`src/rtl/vga_pixel_timing_if.sv`:
```
// Pixel stream from the frame-buffer read path into the VGA timing block.
// The upstream side is the master; the raster generator is the slave.
interface vga_pixel_timing_if;
    logic [23:0] px_data;
    logic        px_valid;
    logic        px_ready;

    modport master (
        output px_data,
        output px_valid,
        input  px_ready
    );

    modport slave (
        input  px_data,
        input  px_valid,
        output px_ready
    );
endinterface

```
`src/rtl/vga_pixel_timing.sv`:
```
// VGA raster timing generator: pulls pixels over valid/ready and emits HS/VS/BLANK
// with RGB aligned one cycle behind the counters; starvation yields black plus a sticky flag.
module vga_pixel_timing #(
    parameter int HDISP  = 800,
    parameter int VDISP  = 480,
    parameter int HFP    = 40,
    parameter int HPULSE = 48,
    parameter int HBP    = 40,
    parameter int VFP    = 13,
    parameter int VPULSE = 3,
    parameter int VBP    = 29
) (
    input  logic                      clk,
    input  logic                      rst,
    input  logic                      en_i,
    input  logic                      clr_uflow_i,
    vga_pixel_timing_if.slave         px_if,
    output logic                      vga_hs_o,
    output logic                      vga_vs_o,
    output logic                      vga_blank_o,
    output logic                      vga_sync_o,
    output logic [7:0]                vga_r_o,
    output logic [7:0]                vga_g_o,
    output logic [7:0]                vga_b_o,
    output logic                      frame_start_o,
    output logic                      underflow_o
);

    localparam int HTOT = HDISP + HFP + HPULSE + HBP;
    localparam int VTOT = VDISP + VFP + VPULSE + VBP;
    localparam int HW   = $clog2(HTOT);
    localparam int VW   = $clog2(VTOT);

    logic [HW-1:0] hcnt_q, hcnt_d;
    logic [VW-1:0] vcnt_q, vcnt_d;
    logic          hs_q, hs_d;
    logic          vs_q, vs_d;
    logic          blank_q, blank_d;
    logic [23:0]   rgb_q, rgb_d;
    logic          fs_q, fs_d;
    logic          uflow_q, uflow_d;

    logic          act_s;
    logic          hwrap_s;
    logic          hpulse_s;
    logic          vpulse_s;
    logic          ready_s;

    assign act_s    = (hcnt_q < HW'(HDISP)) && (vcnt_q < VW'(VDISP));
    assign hwrap_s  = (hcnt_q == HW'(HTOT - 1));
    assign hpulse_s = (hcnt_q >= HW'(HDISP + HFP)) && (hcnt_q < HW'(HDISP + HFP + HPULSE));
    assign vpulse_s = (vcnt_q >= VW'(VDISP + VFP)) && (vcnt_q < VW'(VDISP + VFP + VPULSE));
    assign ready_s  = en_i && act_s;

    assign px_if.px_ready = ready_s;

    // Next raster position and next output word; everything is gated by en so a
    // disabled raster idles at reset values instead of replaying position (0,0).
    always_comb begin
        hcnt_d  = hcnt_q;
        vcnt_d  = vcnt_q;
        hs_d    = 1'b1;
        vs_d    = 1'b1;
        blank_d = 1'b0;
        rgb_d   = 24'h000000;
        fs_d    = 1'b0;
        uflow_d = uflow_q;

        if (!en_i) begin
            hcnt_d = '0;
            vcnt_d = '0;
        end else if (hwrap_s) begin
            hcnt_d = '0;
            if (vcnt_q == VW'(VTOT - 1)) begin
                vcnt_d = '0;
            end else begin
                vcnt_d = vcnt_q + VW'(1);
            end
        end else begin
            hcnt_d = hcnt_q + HW'(1);
        end

        if (en_i) begin
            hs_d    = !hpulse_s;
            vs_d    = !vpulse_s;
            blank_d = act_s;
            fs_d    = (hcnt_q == '0) && (vcnt_q == '0);
            if (act_s && px_if.px_valid) begin
                rgb_d = px_if.px_data;
            end else begin
                rgb_d = 24'h000000;
            end
        end else begin
            hs_d    = 1'b1;
            vs_d    = 1'b1;
            blank_d = 1'b0;
            fs_d    = 1'b0;
            rgb_d   = 24'h000000;
        end

        // A starved request wins over a same-cycle clear so no event is lost.
        if (ready_s && !px_if.px_valid) begin
            uflow_d = 1'b1;
        end else if (clr_uflow_i) begin
            uflow_d = 1'b0;
        end else begin
            uflow_d = uflow_q;
        end
    end

    // Raster counters and output registers.
    always_ff @(posedge clk or posedge rst) begin
        if (rst) begin
            hcnt_q  <= '0;
            vcnt_q  <= '0;
            hs_q    <= 1'b1;
            vs_q    <= 1'b1;
            blank_q <= 1'b0;
            rgb_q   <= 24'h000000;
            fs_q    <= 1'b0;
            uflow_q <= 1'b0;
        end else begin
            hcnt_q  <= hcnt_d;
            vcnt_q  <= vcnt_d;
            hs_q    <= hs_d;
            vs_q    <= vs_d;
            blank_q <= blank_d;
            rgb_q   <= rgb_d;
            fs_q    <= fs_d;
            uflow_q <= uflow_d;
        end
    end

    assign vga_hs_o      = hs_q;
    assign vga_vs_o      = vs_q;
    assign vga_blank_o   = blank_q;
    assign vga_sync_o    = 1'b0;
    assign vga_r_o       = rgb_q[23:16];
    assign vga_g_o       = rgb_q[15:8];
    assign vga_b_o       = rgb_q[7:0];
    assign frame_start_o = fs_q;
    assign underflow_o   = uflow_q;

endmodule

```
`src/flat_wrapper.sv`:
```
// flat-port wrapper written by rule: the top's interface ports become plain ports
module vga_pixel_timing_flat 
#(
    parameter int HDISP  = 800,
    parameter int VDISP  = 480,
    parameter int HFP    = 40,
    parameter int HPULSE = 48,
    parameter int HBP    = 40,
    parameter int VFP    = 13,
    parameter int VPULSE = 3,
    parameter int VBP    = 29
)
  (clk, rst, en_i, clr_uflow_i, vga_hs_o, vga_vs_o, vga_blank_o, vga_sync_o, vga_r_o, vga_g_o, vga_b_o, frame_start_o, underflow_o, px_if_px_data, px_if_px_valid, px_if_px_ready);
  vga_pixel_timing_if px_if_i ();
  input  logic clk;
  input  logic rst;
  input  logic en_i;
  input  logic clr_uflow_i;
  output logic vga_hs_o;
  output logic vga_vs_o;
  output logic vga_blank_o;
  output logic vga_sync_o;
  output logic [7:0] vga_r_o;
  output logic [7:0] vga_g_o;
  output logic [7:0] vga_b_o;
  output logic frame_start_o;
  output logic underflow_o;
  input wire logic [$bits(px_if_i.px_data)-1:0] px_if_px_data;
  input wire logic [$bits(px_if_i.px_valid)-1:0] px_if_px_valid;
  output wire logic [$bits(px_if_i.px_ready)-1:0] px_if_px_ready;
  assign px_if_i.px_data = px_if_px_data;
  assign px_if_i.px_valid = px_if_px_valid;
  assign px_if_px_ready = px_if_i.px_ready;
  vga_pixel_timing #(.HDISP(HDISP), .VDISP(VDISP), .HFP(HFP), .HPULSE(HPULSE), .HBP(HBP), .VFP(VFP), .VPULSE(VPULSE), .VBP(VBP)) u_core (.clk(clk), .rst(rst), .en_i(en_i), .clr_uflow_i(clr_uflow_i), .px_if(px_if_i), .vga_hs_o(vga_hs_o), .vga_vs_o(vga_vs_o), .vga_blank_o(vga_blank_o), .vga_sync_o(vga_sync_o), .vga_r_o(vga_r_o), .vga_g_o(vga_g_o), .vga_b_o(vga_b_o), .frame_start_o(frame_start_o), .underflow_o(underflow_o));
endmodule
```
`config.mk`:
```
export PLATFORM = sky130hd
export DESIGN_NAME = vga_pixel_timing_flat
export DESIGN_NICKNAME = d
export VERILOG_FILES = /design/src/rtl/vga_pixel_timing_if.sv /design/src/rtl/vga_pixel_timing.sv /design/src/flat_wrapper.sv
export SDC_FILE = /design/constraint.sdc
export NUM_CORES = 1
export LEC_CHECK = 0
export BUFFER_PORTS_ARGS = -buffer_cell sky130_fd_sc_hd__buf_2
export CELL_PAD_IN_SITES_DETAIL_PLACEMENT = 0
export CELL_PAD_IN_SITES_GLOBAL_PLACEMENT = 1
export CORE_AREA = 2 2 67 85
export CTS_BUF_LIST = sky130_fd_sc_hd__clkbuf_16
export DETAILED_ROUTE_END_ITERATION = 10
export DIE_AREA = 0 0 69 87
export PLACE_DENSITY_LB_ADDON = 0.2
export SYNTH_ARGS = -nofsm -noshare
export SYNTH_HDL_FRONTEND = slang
export SYNTH_SLANG_ARGS = --single-unit
```
`constraint.sdc`:
```
create_clock -name clk -period 3.7 [get_ports clk]
set_input_delay 0.185 -clock clk [delete_from_list [all_inputs] [get_ports clk]]
set_output_delay 0.185 -clock clk [all_outputs]
set_load 0.05 [all_outputs]
```
### After elaboration in Yosys (flattened, before gate mapping)

Index checks and enable logic that the tools add are counted.

* add/sub/neg operators: 2
* order comparisons: 6
* equal/unequal tests: 3
* multiplexer cells: 13
* reductions and logical operators: 13

Operators with widths (number)
* $mux W10: 5
* $mux W24: 2
* $add A10 B1 Y10 const B: 2
* $eq A10 B10 Y1 const B: 2
* $logic_not A10 Y1: 2
* $lt A10 B10 Y1 const B: 2
* $lt A10 B9 Y1 const B: 2
* $ge A10 B10 Y1 const B: 1
* $ge A10 B9 Y1 const B: 1
* $logic_and A1 B1 Y1: 7
* $mux W1: 6
* $logic_not A1 Y1: 3
* $ne A2 B1 Y1 const B: 1
* $reduce_bool A2 Y1: 1

* flip-flop bits (word level): 49
* input port bits: 29
* output and inout port bits: 31
* word-level logic and storage cells: 45

### Longest topological paths before layout

* depth after elaboration: 5
* depth in mapped cells: 7
* depth with buffers taken out: 6

### Worst setup path before layout

No wires, ideal clock.

* path type: reg2reg
* start point: register u_core.hcnt_q[5]
* end point: register u_core.rgb_q[15]
* library setup time: 0.069 ns
* data arrival time: 1.790 ns
* required time: 3.631 ns
* setup slack: 1.842 ns
* stages on the path, launching flop included: 6
* buffers on the path: 2
* clock period less this slack: 1.858 ns
* path through: dfrtp_1 buf_4 nor3_1 o211a_2 clkbuf_1 and3_1

* longest elaborated chain between the ends: 5

Ends and longest elaborated chain
* start: declaration: RTL line vga_pixel_timing.sv:34 `logic [HW-1:0] hcnt_q, hcnt_d;`
* start signal: assignment: RTL line vga_pixel_timing.sv:123 `hcnt_q <= hcnt_d;`
* $lt A10 B10 Y1: RTL line vga_pixel_timing.sv:49 `assign act_s = (hcnt_q < HW'(HDISP)) && (vcnt_q < VW'(VDISP));`
* $logic_and A1 B1 Y1: RTL line vga_pixel_timing.sv:49
* $logic_and A1 B1 Y1: RTL line vga_pixel_timing.sv:88 `if (act_s && px_if.px_valid) begin`
* $mux W24: RTL line vga_pixel_timing.sv:88
* $mux W24: RTL line vga_pixel_timing.sv:83 `if (en_i) begin`
* net u_core.rgb_d[15]: RTL line vga_pixel_timing.sv:39 `logic [23:0] rgb_q, rgb_d;`
* end signal: assignment: RTL line vga_pixel_timing.sv:128 `rgb_q <= rgb_d;`
* end: declaration: RTL line vga_pixel_timing.sv:39

The timed path passes the listed nets, and every way through them passes these cells.
A chain may end at the register's enable or synchronous reset.

### Final worst setup path

* start point: register u_core.hcnt_q[7]
* end point: output port px_if_px_ready

* longest elaborated chain between the ends: 3

Ends and longest elaborated chain
* $lt A10 B10 Y1: RTL line vga_pixel_timing.sv:49
* $logic_and A1 B1 Y1: RTL line vga_pixel_timing.sv:49
* $logic_and A1 B1 Y1: RTL line vga_pixel_timing.sv:53 `assign ready_s = en_i && act_s;`
* end: declaration: RTL line flat_wrapper.sv:30 `output wire logic [$bits(px_if_i.px_ready)-1:0] px_if_px_ready;`

Every way passes these cells.

==> results.sh <==
export IMPL_cts_buffer_depth=2
export IMPL_drc_errors=0
export IMPL_power_total_mw=1.12
export IMPL_ys_ff_latch=49
export IMPL_end_kind="output pin"
export IMPL_grt_max_degree=50
export IMPL_dp_cells=307
export IMPL_worstHoldPathType="input port to flop"
export IMPL_ys_seq_area_share_pct=57.2
export IMPL_synthTopCellsByArea="dfrtp_1, and3_1, ha_1, dfstp_2, nand2_1"
export IMPL_yosys_warnings=0
export IMPL_die_area_mm2=0.00600
export IMPL_cp_slowest_stage_delay_ns=0.51
export IMPL_crit_arrival_ns=1.90
export IMPL_coreArea_mm2=0.00526
export IMPL_track_usage_pct=15.9
export IMPL_hold_viol=0
export IMPL_synth_edf_count=0
export IMPL_ys_types=38
export IMPL_cp_top_family="compound AO/OA/AOI/OAI gates"
export IMPL_crit_path_start_kind="flop"
export IMPL_synth_main_ff_cell="dfrtp_1"
export IMPL_fin_crit_ns=2.08
export IMPL_cts_made_buffers=5
export IMPL_rows=30
export IMPL_cts_resized=0
export IMPL_syn_area_mm2=0.00215
export IMPL_fmax_ghz=0.480
export IMPL_drt_iter0_drc=80
export IMPL_start_util_pct=40.9
export IMPL_worstPathRequired_ns=3.51
export IMPL_fp_dieH_um=87
export IMPL_dpl_worst_slack_ns=1.74
export IMPL_synthMostInstantiatedCell="dfrtp_1"
export IMPL_syn_avg_cell_area_um2=11.1
export IMPL_cts_hold_buf=0
export IMPL_grt_pass1_vias=1593
export IMPL_stdcell_count=315
export IMPL_synth_nets=229
export IMPL_layout_setup_ws_ns=1.62
export IMPL_p_leak_nw=1.34
export IMPL_path_buf_inv=1
export IMPL_ir_worst_vdd_mv=0.307
export IMPL_finalSetupTns_ns=0
export IMPL_ys_async_sr_fraction_pct=100
export IMPL_cts_max_level=2
export IMPL_io_pin_count=60
export IMPL_cts_sinks=49
export IMPL_clock_root_buffer="clkbuf_16"
export IMPL_vias_per_cell=5.17
export IMPL_run_status="finished, final reports clean"
export IMPL_clock_skew_final_ns=0.00869
export IMPL_wl_um=4600
export IMPL_drv_slew=0
export IMPL_drive_above_1_share_pct=29.1
export IMPL_clk_latency_ns=0.29
export IMPL_synth_top_area_share_pct=54.7
export IMPL_drv_cap=0
export IMPL_crit_path_max_fanout=27
export IMPL_final_util_pct=49.6
export IMPL_chipWidth_um=69
export IMPL_crit_slowest_cell="o211a_2"
export IMPL_io_buffers=58
export IMPL_cts_tree="yes"
export IMPL_grt_pass1_wl_um=7410
export IMPL_vias=1627
export IMPL_nNetsFinal=285
export IMPL_antenna_found_initial=0
export IMPL_globalplace_congestion=0.834
export IMPL_area_growth_pct=21.3
export IMPL_grt_overflow=0
export IMPL_cp_cell_sequence="nor3_1 -> o211a_2 -> buf_2"
export IMPL_cts_setup_buffers=0
export IMPL_powerDensity_mw_per_mm2=429
export IMPL_synthCells=194
export IMPL_drt_first_pass_iters=4
export IMPL_rsz0062_at_grt="false"
export IMPL_path_class="flop to output pin"
export IMPL_antenna_left=0
export IMPL_synth_top_area_cell="dfrtp_1"
export IMPL_num_antenna_cells=0
export IMPL_clkSlewWorstSetupHoldPaths_ns=0.06
export IMPL_avgRoutedWirePerCell_um=14.6
export IMPL_synth_commonest_cells="dfrtp_1, and3_1, nand2_1"
export IMPL_worst_pin_slew_ns=1.00
export IMPL_period_share_pct=56.3
export IMPL_setup_viol=0
export IMPL_slew_headroom_pct=33.0
export IMPL_dpl_hpwl_um=3230
[metal layers]
metal	up-vias	wire (um)	track usage [%]	part of all wire [%]
met3	5	183	3.94	4.0
met2	31	2490	29.2	54
met1	799	1850	17.8	40
li1	792	-	-	-
met5	-	0	0	0
met4	0	70	6.06	1.5
[metrics by stage]
| step | hold slack (ns) | area (um2) |
|---|---|---|
| final | 0.0790 | 2610 |
| after global routing | 0.0824 | 2610 |
| after CTS | 0.0772 | 2610 |
| after detailed placement | 0.383 | 2460 |
| after global placement | 0.382 | 2460 |
| after floorplan | 0.294 | 2150 |
[layout make-up]
type,count,area (um2)
Clock buffer,5,125
Timing Repair Buffer,58,290
Tap cell,64,80.1
Sequential cell,49,1230
Inverter,9,33.8
Fill cell,504,2650
Multi-Input combinational cell,127,830
Clock inverter,3,18.8
[power breakdown]
group	switching [mW]	internal (mW)
Combinational	0.0895	0.0317
Sequential	0.00628	0.551
Clock	0.193	0.248
Total	0.288	0.830
[registers in the layout, indices dropped and copies added (netlist names)]
register / count
u_core.underflow_o: 1
u_core.frame_start_o: 1
u_core.hcnt_q: 10
u_core.vga_vs_o: 1
u_core.rgb_q: 24
u_core.vga_blank_o: 1
u_core.vga_hs_o: 1
u_core.vcnt_q: 10
[layout by cell type (no fill, tap or decap), types with 5 or more instances in the layout]
master / instances
buf_2: 58
dfrtp_1: 47
and3_1: 25
nand2_1: 13
nor2_1: 11
inv_1: 9
nand3_1: 7
ha_1: 6
nand4_1: 5
xor2_1: 5
or4_1: 5
a21oi_1: 5
clkbuf_16: 5
[worst paths after layout]
kind,from,endpoint,slack [ns],cells after the start
max,u_core.hcnt_q[7],px_if_px_ready,1.62,3
min,clr_uflow_i,u_core.underflow_o,0.08,2
max reg2reg,u_core.hcnt_q[0],u_core.vcnt_q[8],1.72,5
min reg2reg,u_core.hcnt_q[0],u_core.hcnt_q[0],0.52,1
max in group asynchronous,rst,u_core.hcnt_q[3],2.95,2
min in group asynchronous,rst,u_core.rgb_q[2],0.14,2
[cells by family (layout without fill, tap and decap cells)]
kind of cell	Yosys count	in the layout	synth area share [%]
and+or+nand+nor	91	91	24.6
AOI/OAI and AO/OA	20	20	6.70
other	1	1	0.175
DFF	49	49	57.2
xor gates and xnor gates	9	9	3.67
buffers and inverters	18	75	4.19
adders and majority gates	6	6	3.49
(Power assumes the default switching activity.)
